**src/rtl/cipher_out_buffer_if.sv**
```systemverilog
// Ciphertext stream bundle: producer side (IN/in_valid) and consumer side (OUT/out_valid/out_ready).
// The buffer takes the slave view; the producer/consumer environment takes the master view.
interface cipher_out_buffer_if #(
   parameter int BLOCK_LENGTH = 128
);
   logic [BLOCK_LENGTH-1:0] IN;
   logic                    in_valid;
   logic [BLOCK_LENGTH-1:0] OUT;
   logic                    out_valid;
   logic                    out_ready;

   modport slave (
      input  IN,
      input  in_valid,
      input  out_ready,
      output OUT,
      output out_valid
   );

   modport master (
      output IN,
      output in_valid,
      output out_ready,
      input  OUT,
      input  out_valid
   );
endinterface

```
**src/rtl/cipher_out_buffer.sv**
```systemverilog
// Output FWFT FIFO behind the final AES round: queues ciphertexts, counts deliveries and drops.
// Latency: a push into an empty FIFO appears on OUT the next cycle (no bypass).
// Backpressure: none toward the pipeline; input arriving while full without a pop is dropped.
module cipher_out_buffer #(
   parameter int BLOCK_LENGTH = 128,
   parameter int DEPTH        = 4,
   parameter int CNT_WIDTH    = 16
) (
   input  logic                     clk,
   input  logic                     rst,
   cipher_out_buffer_if.slave       bus,
   input  logic                     clear_overflow,
   output logic [$clog2(DEPTH):0]   level,
   output logic                     overflow,
   output logic [CNT_WIDTH-1:0]     delivered_count,
   output logic [CNT_WIDTH-1:0]     dropped_count
);
   localparam int             AW   = $clog2(DEPTH);
   localparam logic [AW:0]    FULL = (AW+1)'(DEPTH);

   logic [BLOCK_LENGTH-1:0] r_mem [DEPTH];
   logic [AW-1:0]           r_wr_ptr;
   logic [AW-1:0]           r_rd_ptr;
   logic [AW:0]             r_level;
   logic [BLOCK_LENGTH-1:0] r_out;
   logic                    r_out_valid;
   logic                    r_overflow;
   logic [CNT_WIDTH-1:0]    r_delivered;
   logic [CNT_WIDTH-1:0]    r_dropped;

   logic                    w_pop;
   logic                    w_push;
   logic                    w_drop;
   logic [AW-1:0]           w_rd_ptr_nxt;
   logic [AW:0]             w_level_nxt;
   logic [BLOCK_LENGTH-1:0] w_head_nxt;

   always_comb begin
      w_pop        = r_out_valid & bus.out_ready;
      w_push       = bus.in_valid & ((r_level != FULL) | w_pop);
      w_drop       = bus.in_valid & (r_level == FULL) & ~w_pop;
      w_rd_ptr_nxt = w_pop ? r_rd_ptr + AW'(1) : r_rd_ptr;

      w_level_nxt = r_level;
      if (w_push && !w_pop)
         w_level_nxt = r_level + (AW+1)'(1);
      else if (w_pop && !w_push)
         w_level_nxt = r_level - (AW+1)'(1);

      // OUT is registered, so look ahead: the next head is the incoming block
      // when it lands in the slot the read pointer is about to point at.
      w_head_nxt = '0;
      if (w_level_nxt != '0) begin
         if (w_push && (r_wr_ptr == w_rd_ptr_nxt))
            w_head_nxt = bus.IN;
         else
            w_head_nxt = r_mem[w_rd_ptr_nxt];
      end
   end

   always_ff @(posedge clk) begin
      if (!rst && w_push)
         r_mem[r_wr_ptr] <= bus.IN;
   end

   always_ff @(posedge clk) begin
      if (rst) begin
         r_wr_ptr    <= '0;
         r_rd_ptr    <= '0;
         r_level     <= '0;
         r_out       <= '0;
         r_out_valid <= 1'b0;
         r_overflow  <= 1'b0;
         r_delivered <= '0;
         r_dropped   <= '0;
      end else begin
         if (w_push)
            r_wr_ptr <= r_wr_ptr + AW'(1);
         r_rd_ptr    <= w_rd_ptr_nxt;
         r_level     <= w_level_nxt;
         r_out       <= w_head_nxt;
         r_out_valid <= (w_level_nxt != '0);
         if (w_pop)
            r_delivered <= r_delivered + CNT_WIDTH'(1);
         if (w_drop && (r_dropped != '1))
            r_dropped <= r_dropped + CNT_WIDTH'(1);
         if (w_drop)
            r_overflow <= 1'b1;
         else if (clear_overflow)
            r_overflow <= 1'b0;
      end
   end

   assign bus.OUT         = r_out;
   assign bus.out_valid   = r_out_valid;
   assign level           = r_level;
   assign overflow        = r_overflow;
   assign delivered_count = r_delivered;
   assign dropped_count   = r_dropped;
endmodule

```
**src/flat_wrapper.sv**
```systemverilog
// flat-port wrapper written by rule: the top's interface ports become plain ports
module cipher_out_buffer_flat 
#(
   parameter int BLOCK_LENGTH = 128,
   parameter int DEPTH        = 4,
   parameter int CNT_WIDTH    = 16
)
  (clk, rst, clear_overflow, level, overflow, delivered_count, dropped_count, bus_IN, bus_in_valid, bus_out_ready, bus_OUT, bus_out_valid);
  cipher_out_buffer_if #(.BLOCK_LENGTH(BLOCK_LENGTH)) bus_i ();
  input  logic clk;
  input  logic rst;
  input  logic clear_overflow;
  output logic [$clog2(DEPTH):0] level;
  output logic overflow;
  output logic [CNT_WIDTH-1:0] delivered_count;
  output logic [CNT_WIDTH-1:0] dropped_count;
  input wire logic [$bits(bus_i.IN)-1:0] bus_IN;
  input wire logic [$bits(bus_i.in_valid)-1:0] bus_in_valid;
  input wire logic [$bits(bus_i.out_ready)-1:0] bus_out_ready;
  output wire logic [$bits(bus_i.OUT)-1:0] bus_OUT;
  output wire logic [$bits(bus_i.out_valid)-1:0] bus_out_valid;
  assign bus_i.IN = bus_IN;
  assign bus_i.in_valid = bus_in_valid;
  assign bus_i.out_ready = bus_out_ready;
  assign bus_OUT = bus_i.OUT;
  assign bus_out_valid = bus_i.out_valid;
  cipher_out_buffer #(.BLOCK_LENGTH(BLOCK_LENGTH), .DEPTH(DEPTH), .CNT_WIDTH(CNT_WIDTH)) u_core (.clk(clk), .rst(rst), .bus(bus_i), .clear_overflow(clear_overflow), .level(level), .overflow(overflow), .delivered_count(delivered_count), .dropped_count(dropped_count));
endmodule
```
**config.mk**
```make
export PLATFORM = sky130hd
export DESIGN_NAME = cipher_out_buffer_flat
export DESIGN_NICKNAME = d
export VERILOG_FILES = /design/src/rtl/cipher_out_buffer_if.sv /design/src/rtl/cipher_out_buffer.sv /design/src/flat_wrapper.sv
export SDC_FILE = /design/constraint.sdc
export NUM_CORES = 1
export LEC_CHECK = 0
export ABC_AREA = 1
export CAP_MARGIN = 20
export CORE_MARGIN = 2
export CORE_UTILIZATION = 55
export CTS_CLUSTER_DIAMETER = 100
export DETAILED_ROUTE_END_ITERATION = 8
export PLACE_DENSITY = 0.78
export SLEW_MARGIN = 10
export SYNTH_ARGS = -nofsm -noshare
export SYNTH_HDL_FRONTEND = slang
export SYNTH_SLANG_ARGS = --single-unit
```
**constraint.sdc**
```tcl
create_clock -name clk -period 24.6 [get_ports clk]
set_clock_uncertainty 0.1 [all_clocks]
set_input_delay 4.92 -clock clk [delete_from_list [all_inputs] [get_ports clk]]
set_output_delay 4.92 -clock clk [all_outputs]
set_load 0.005 [all_outputs]
```
# Word-level counts from Yosys, hierarchy flattened
# Memories as Yosys holds them, arrays and structs flattened. A register that Yosys moved wholly into a read port is not among the register bits.
# Index checks and enable logic that the tools add are counted.
# word_totals
in_bits	133
latch_bits	0
word_cells	41
romBits	0
register_bits	41
ramBits	512
mem_count	1
output_inout_bits	165
# memory_table
memory	words	word_bits	read_ports	rd_ports_with_merged_regs	write_ports	line	text
u_core.r_mem	4	128	1	1	1	cipher_out_buffer.sv:21	logic [BLOCK_LENGTH-1:0] r_mem [DEPTH];
# classes
n_mul	0
reduce_logical	10
bitwise	7
div	0
addsub	6
n_shift	0
eq_ne	3
order_cmp	0
muxes	7
# ops
operator	count
adder 16 x 1 -> 16 bit (second input constant)	2
!= test 16 bit (second input constant)	1
two-way mux 3 bit	2
adder 2 x 1 -> 2 bit (second input constant)	2
AND 1 bit	4
logical AND 1 bit	4
two-way mux 1 bit	4
adder 3 x 1 -> 3 bit (second input constant)	1
equality test 3 bit (second input constant)	1
logical NOT 1 bit	3
!= test 3 bit (second input constant)	1
nonzero test 3 bit	1
subtractor 3 x 1 -> 3 bit (second input constant)	1
two-way mux 2 bit	1
inverter 1 bit	2
nonzero test 2 bit	1
OR reduction 2 bit	1
OR 1 bit	1

# Longest topological paths before layout
# Gate-level depths: netlist of the first run.
# logic_depth
depth_word	10
mapped_depth	13

# Least setup slack after synthesis of the first run
# OpenSTA, ideal clock, no wires.
# synth_timing
kind	in2reg
startpoint	in rst
endpoint	mem u_core.r_mem[0][0], enable pin
path_slack_ns	13.193
arrival_time_ns	10.690
path_stages	4
setup_ns	0.617
required_ns	23.883
path_cell_list	clkbuf_1 inv_1 nand3_2 nor2_1
# synth_via
elab_chain_cells	4
# synth_rtl
item	line	text
from (decl)	flat_wrapper.sv:11	input logic rst;
logical NOT 1 bit	cipher_out_buffer.sv:62	if (!rst && w_push)
logical AND 1 bit	cipher_out_buffer.sv:62	
two-way mux 1 bit	cipher_out_buffer.sv:62	
two-way mux 1 bit (implied by the code)	cipher_out_buffer.sv:63	r_mem[r_wr_ptr] <= bus.IN;
to (decl)	cipher_out_buffer.sv:21	
# Every way passes these cells.

# Final worst setup path of the first run
# layout_timing
startpoint	in bus_out_ready
endpoint	reg u_core.r_out[34], in the netlist u_core.bus.OUT[34], read port of u_core.r_mem
# layout_via
elab_chain_cells	10
elab_cells_between_ends	13
# layout_rtl
item	line	text
from (decl)	flat_wrapper.sv:19	input wire logic [$bits(bus_i.out_ready)-1:0] bus_out_ready;
AND 1 bit *	cipher_out_buffer.sv:39	w_pop = r_out_valid & bus.out_ready;
OR 1 bit	cipher_out_buffer.sv:40	w_push = bus.in_valid & ((r_level != FULL) | w_pop);
AND 1 bit	cipher_out_buffer.sv:40	
logical NOT 1 bit	cipher_out_buffer.sv:47	else if (w_pop && !w_push)
logical AND 1 bit	cipher_out_buffer.sv:47	
two-way mux 3 bit	cipher_out_buffer.sv:47	
two-way mux 3 bit	cipher_out_buffer.sv:45	if (w_push && !w_pop)
nonzero test 3 bit	cipher_out_buffer.sv:53	if (w_level_nxt != '0) begin
inverter 1 bit (no line)	--	
OR reduction 2 bit (no line)	--	
to (decl)	cipher_out_buffer.sv:25	logic [BLOCK_LENGTH-1:0] r_out;
# Mark *: on every way between the ends. The rest lies on a longest branch, timed or not.
# A chain may end at the register's enable or synchronous reset.

==> impl_metrics.yaml, run 1 <==
run_status:
  status: "complete, but fails checks"
  violations: "design-rule violations"
worst_setup_path:
  cp_num_buf_inv: 4
  crit_chain: "clkdlybuf4s50_1 > nand2_2 > nand2_8 > nand2_8 > nand2_1 > nand2_1 > nor2_4 > buf_4 > buf_4 > nand3_1 > nand2_1 > nand2_1 > inv_1"
  end_kind: "register"
  arrival_ns: 9.66
  reg2reg_slack_ns: 19.81
  cpMostUsedCell: "nand2_1"
  crit_path_start_kind: "primary input"
  cp_slowest_cell: "buf_4"
  cp_top_family: "simple AND/OR/NAND/NOR gates"
  cp.required_ns: 25.04
  cp_max_fo: 151
  critPathKind: "primary input to register"
  max_stage_delay_ns: 0.82
synth:
  post-synth-top-count-cell: "nand2_1"
  syn_area_per_cell_um2: 9.561
  ys_top_cells_by_count: "nand2_1, edfxtp_1, nand3_1, inv_1, dfxtp_1"
  synth_area_leaders: "edfxtp_1, nand2_1, dfxtp_1"
  syn_nets: 3087
  synth.top_cell.area_share: 0.5460
  synthArstFlopShare: 0
  netlist-cell-type-count: 24
  synth_edf_count: 512
  synth-seq-cells: 681
  synth_cells: 2945
  ys_warn_count: 0
  syn_area_mm2: 0.02816
  synth_ff_type: "edfxtp_1"
  synth-seq-area-share: 0.6662
  synth_top_cell_by_area: "edfxtp_1"
placed_design:
  gp_congestion: 0.8173
  placement.cell_area_mm2: 0.03142
  dpl.hpwl_um: 37320
  io_buffers: 297
  post-place-ws_ns: 14.83
flow_run:
  drv_cap: 0
sta:
  slew_violations: 0
  tns_ns: 0
  layout_min_cycle_time_ns: 9.221
  rsz0062_at_grt: "no"
  period_share: 0.3748
  fmax_mhz: 108.5
  worst_hold_slack_ns: 0.3928
  tightestPinTransition_ns: 1.157
  hold_viol_final: 0
  finalSetupViolations: 0
  setup_ws_ns: 15.38
  slew_headroom: 0.2288
routing:
  wl_per_cell_um: 17.93
  drc: 2
  dr_total_vias: 21180
  vias_per_cell: 5.440
  drtIter0Drc: 2067
  drtAntennaViolNets: 0
  wirelength_um: 69820
  drt-pass1-iter-count: 8
die:
  die-area_mm2: 0.05302
  core_mm2: 0.05038
  ios: 298
  die_x_um: 230.3
  die-height_um: 230.3
  start_util: 0.5589
  rows: 82
clocking:
  cts_resized: 0
  clk_latency_ns: 0.60
  cts_htree_levels: 3
  cts_sinks: 681
  path_clk_slew_ns: 0.06
  cts-buffers-inserted: 69
  cts-root-buf: "clkbuf_16"
  post_cts_buffers: 0
  tritoncts: "done"
  cts_hold_buf: 0
  cts_buffer_depth: 3
power:
  power_per_cell_area_mw_per_mm2: 99.14
  ir_worst_vdd_v: 0.00006792
  leakage_nw: 14.68
grt:
  grt_pass1_wl_um: 108200
  grt_max_degree: 152
  overflow: 0
  grt_pass1_vias: 20450
  grt_antenna_before_repair: 5
  grt_use_total: 0.2599
final_layout:
  fin_util: 0.6693
  nNetsFinal: 3306
  fin_area_mm2: 0.03372
  area_growth_pct: 19.75
  drive_gt1_frac: 0.04383
worst_hold_path:
  hold_class: "register to register"
## tightest hold or removal path, stage by stage, from the launching register on
cell	delay [ns]
dfxtp_1	0.33
a21oi_1	0.06
nor2_1	0.07
## registers in the layout (all words and copies together) (netlist names), 2 cells and up
| register | cells |
|---|---|
| u_core.r_rd_ptr | 2 |
| u_core.level | 3 |
| u_core.r_mem | 512 |
| u_core.delivered_count | 16 |
| u_core.dropped_count | 16 |
| u_core.bus.OUT | 128 |
| u_core.r_wr_ptr | 2 |
## cells in the final DEF (no fill, tap or decap), drive strengths merged
cell / instances
dfxtp: 169
nor2: 56
nand2: 1382
bufinv: 5
nand3b: 1
nor3: 2
o21a: 1
clkbuf: 98
clkdlybuf4s50: 297
buf: 25
xor2: 4
diode: 4
inv: 179
clkinv: 17
xnor2: 5
clkinvlp: 3
o21ai: 16
a211oi: 1
nand3: 407
a21oi: 25
ha: 9
nand4: 3
edfxtp: 512
## metrics by stage
step,instances,power [mW]
floorplan,2945,1.951
global placement,3763,2.290
detailed placement,3763,2.319
CTS,3887,3.351
global route,3892,3.511
finish,3893,3.343
## kinds of logic (layout without fill, tap and decap cells)
family	count (synthesis)	after routing	synth area share
AND/OR/NAND/NOR	1851	1851	0.2660
XOR/XNOR	9	9	0.002799
other	0	4	0
buffers and inverters	352	624	0.05315
flip-flops	681	681	0.6662
adder cells (fa/ha/maj)	9	9	0.003999
AO/OA/AOI/OAI	43	43	0.007821
## layer usage
metal  up-vias  routed length [µm]  share of wire  global-route usage
li1       9999                   -              -                   -
met1     10030               26780           0.38              0.3280
met2      1024               35130           0.50              0.4436
met3       128                6109          0.088             0.04663
met4         2                1784          0.026              0.1065
met5         -                  13        0.00019                   0
## area by class of cell
cell class	instances	area [µm²]
multi-input combinational	1912	8008
fill	3673	16660
clock buffer	98	1969
antenna	4	10.01
sequential	681	18760
clock inverter	26	261.5
tap	672	840.8
timing repair buffer	322	3201
inverter	178	670.6
## path summary, 6_finish.rpt
path	startpoint	endpoint	cells after the start
worst min register to register	u_core.overflow	u_core.overflow	2
worst max register to register	u_core.bus.out_valid	u_core.bus.OUT[34]	12
worst min-delay path	u_core.overflow	u_core.overflow	2
worst max-delay path	bus_out_ready	u_core.bus.OUT[34]	13
## where the power goes
group | internal (mW) | leakage, nW | switching (mW)
Clock | 0.611 | 1.09 | 0.423
Combinational | 0.346 | 7.55 | 0.550
Sequential | 1.36 | 6.04 | 0.0495
Total | 2.32 | 14.7 | 1.02
No activity file was read; power rests on OpenSTA's default activity.
==> run 2, diff against run 1 <==
==> constraint.sdc (replaced) <==
create_clock -name clk -period 9.4 [get_ports clk]
set_clock_uncertainty 0.1 [all_clocks]
set_input_delay 1.88 -clock clk [delete_from_list [all_inputs] [get_ports clk]]
set_output_delay 1.88 -clock clk [all_outputs]
set_load 0.005 [all_outputs]
==> run 2 against run 1 <==
The run now ends clean. Design area is 0.26% lower. Sequential share of layout area is 0.14 points higher. Combinational power grew to 2.6 times the previous value. Total power grew to 2.6 times the previous value. Sequential power grew to 2.6 times the previous value. Via count is 0.45% lower.
==> impl_metrics.yaml, run 2 (synthesis gave the netlist of run 1 again) <==
clocking:
  path_clk_slew_ns: 0.06
  cts_sinks: 681
  cts_htree_levels: 3
  post_cts_buffers: 0
  cts_resized: 0
  cts_hold_buf: 0
  tritoncts: "done"
  cts-buffers-inserted: 69
  cts-root-buf: "clkbuf_16"
  clk_latency_ns: 0.60
  cts_buffer_depth: 3
sta:
  rsz0062_at_grt: "no"
  hold_viol_final: 0
  period_share: 0.6402
  setup_ws_ns: 3.382
  layout_min_cycle_time_ns: 6.018
  slew_violations: 0
  fmax_mhz: 166.2
  slew_headroom: 0.2590
  tns_ns: 0
  tightestPinTransition_ns: 1.111
  finalSetupViolations: 0
routing:
  wirelength_um: 69020
  wl_per_cell_um: 17.75
  dr_total_vias: 21080
  vias_per_cell: 5.421
  drt-pass1-iter-count: 6
  drc: 0
  drtIter0Drc: 2117
  drtAntennaViolNets: 0
die:
  rows: 82
  die-height_um: 230.3
  start_util: 0.5589
  die_x_um: 230.3
  ios: 298
  die-area_mm2: 0.05302
  core_mm2: 0.05038
worst_hold_path:
  holdPathStages: 2
  hold_end: "u_core.delivered_count[12]"
  worstHoldStart: "u_core.delivered_count[12]"
  hold_class: "register to register"
power:
  power_per_cell_area_mw_per_mm2: 257.6
  leakage_nw: 14.63
  ir_worst_vdd_v: 0.0001647
placed_design:
  post-place-ws_ns: 2.883
  dpl.hpwl_um: 37210
  io_buffers: 297
  gp_congestion: 0.8176
worst_setup_path:
  crit_chain: "clkdlybuf4s50_1 > nand2_2 > nand2_8 > nand2_8 > nand2_1 > nand2_1 > nor2_4 > buf_4 > buf_4 > nand3_1 > nand2_1 > nand2_1 > inv_1"
  crit_path_start_kind: "primary input"
  cp_slowest_cell: "buf_4"
  regToRegEndpoint: "u_core.bus.OUT[86]"
  arrival_ns: 6.45
  critPathKind: "primary input to register"
  reg2reg_slack_ns: 4.76
  cp.required_ns: 9.83
  max_stage_delay_ns: 0.91
  cpMostUsedCell: "nand2_1"
  cp_max_fo: 157
  end_kind: "register"
  r2r-start: "u_core.bus.out_valid"
  worst_r2r_path_depth: 12
grt:
  grt_use_total: 0.2578
  grt_pass1_vias: 20460
  overflow: 0
  grt_antenna_before_repair: 7
  grt_pass1_wl_um: 107400
  grt_max_degree: 158
final_layout:
  nFillCells: 3796
  max_flop_register: "u_core.r_mem"
  area_growth_pct: 19.45
  final_cell_mix: "nand2_1, edfxtp_1, nand3_1"
  drive_gt1_frac: 0.04078
  largest_reg_flops: 512
  nNetsFinal: 3304
  multi_input_area_mm2: 0.008008
  final_common_cell: "nand2_1"
  register_area_mm2: 0.01876
flow_run:
  drv_cap: 0
run_status:
  status: "finished, final reports clean"
==> run 2: cell count changes in the layout (fill, tap and decap cells not counted), sizes merged <==
cell      previous run  this run
buf                 25        23
bufinv               5         4
clkbuf              98       100
clkinv              17        15
clkinvlp             3         1
diode                4         5
==> run 2: through the flow <==
stage          hold WS, ns    util  cell area [µm²]  instances  power (mW)
6_report            0.3995  0.6676            33630       3889       8.665
5_1_grt             0.4276  0.6676            33630       3888       9.133
4_1_cts             0.3950  0.6666            33580       3882       8.702
3_5_place_dp        0.3910  0.6237            31420       3761       6.067
3_3_place_gp        0.3695  0.6237            31420       3761       6.001
2_1_floorplan       0.3681       -            28160       2945       5.106
==> run 2: worst max path at each step <==
stage	start	to	slack, ns	cells after the start
3_3_place_gp	bus_out_ready	u_core.bus.OUT[100]	2.96	12
3_5_place_dp	bus_out_ready	u_core.bus.OUT[127]	2.88	13
5_1_grt	bus_out_ready	u_core.bus.OUT[86]	3.10	13
6_report	bus_out_ready	u_core.bus.OUT[86]	3.38	13
2_1_floorplan	rst	u_core.r_mem[0][0]	1.03	4
4_1_cts	bus_out_ready	u_core.bus.OUT[86]	3.46	13
==> run 2: cell type report <==
type / instances / share of cell area
clock inverters: 21 / 0.006064
flip-flops and latches: 681 / 0.5577
clock buffers: 100 / 0.05815
repair buffers: 320 / 0.09464
multi-input cells: 1912 / 0.2381
inverters: 178 / 0.01994
well taps: 672 / 0.02500
diodes: 5 / 0.0003720
==> run 2: per-layer routing <==
| metal | global-route usage | part of all wire |
|---|---|---|
| met1 | 0.3302 | 0.40 |
| met2 | 0.4330 | 0.49 |
| met3 | 0.04415 | 0.086 |
| met4 | 0.1129 | 0.028 |
| met5 | 0 | 0.00019 |
==> run 2: critical path, delay by kind of cell <==
kind / cells / cell delay, ns
AND/OR/NAND/NOR: 9 / 2.38
buffers and inverters: 4 / 2.07
==> run 2: report_power, final <==
group	internal [mW]	total, mW	leakage, nW	switching, mW
Combinational	0.906	2.33	7.53	1.42
Clock	1.55	2.64	1.06	1.09
Sequential	3.57	3.69	6.04	0.127
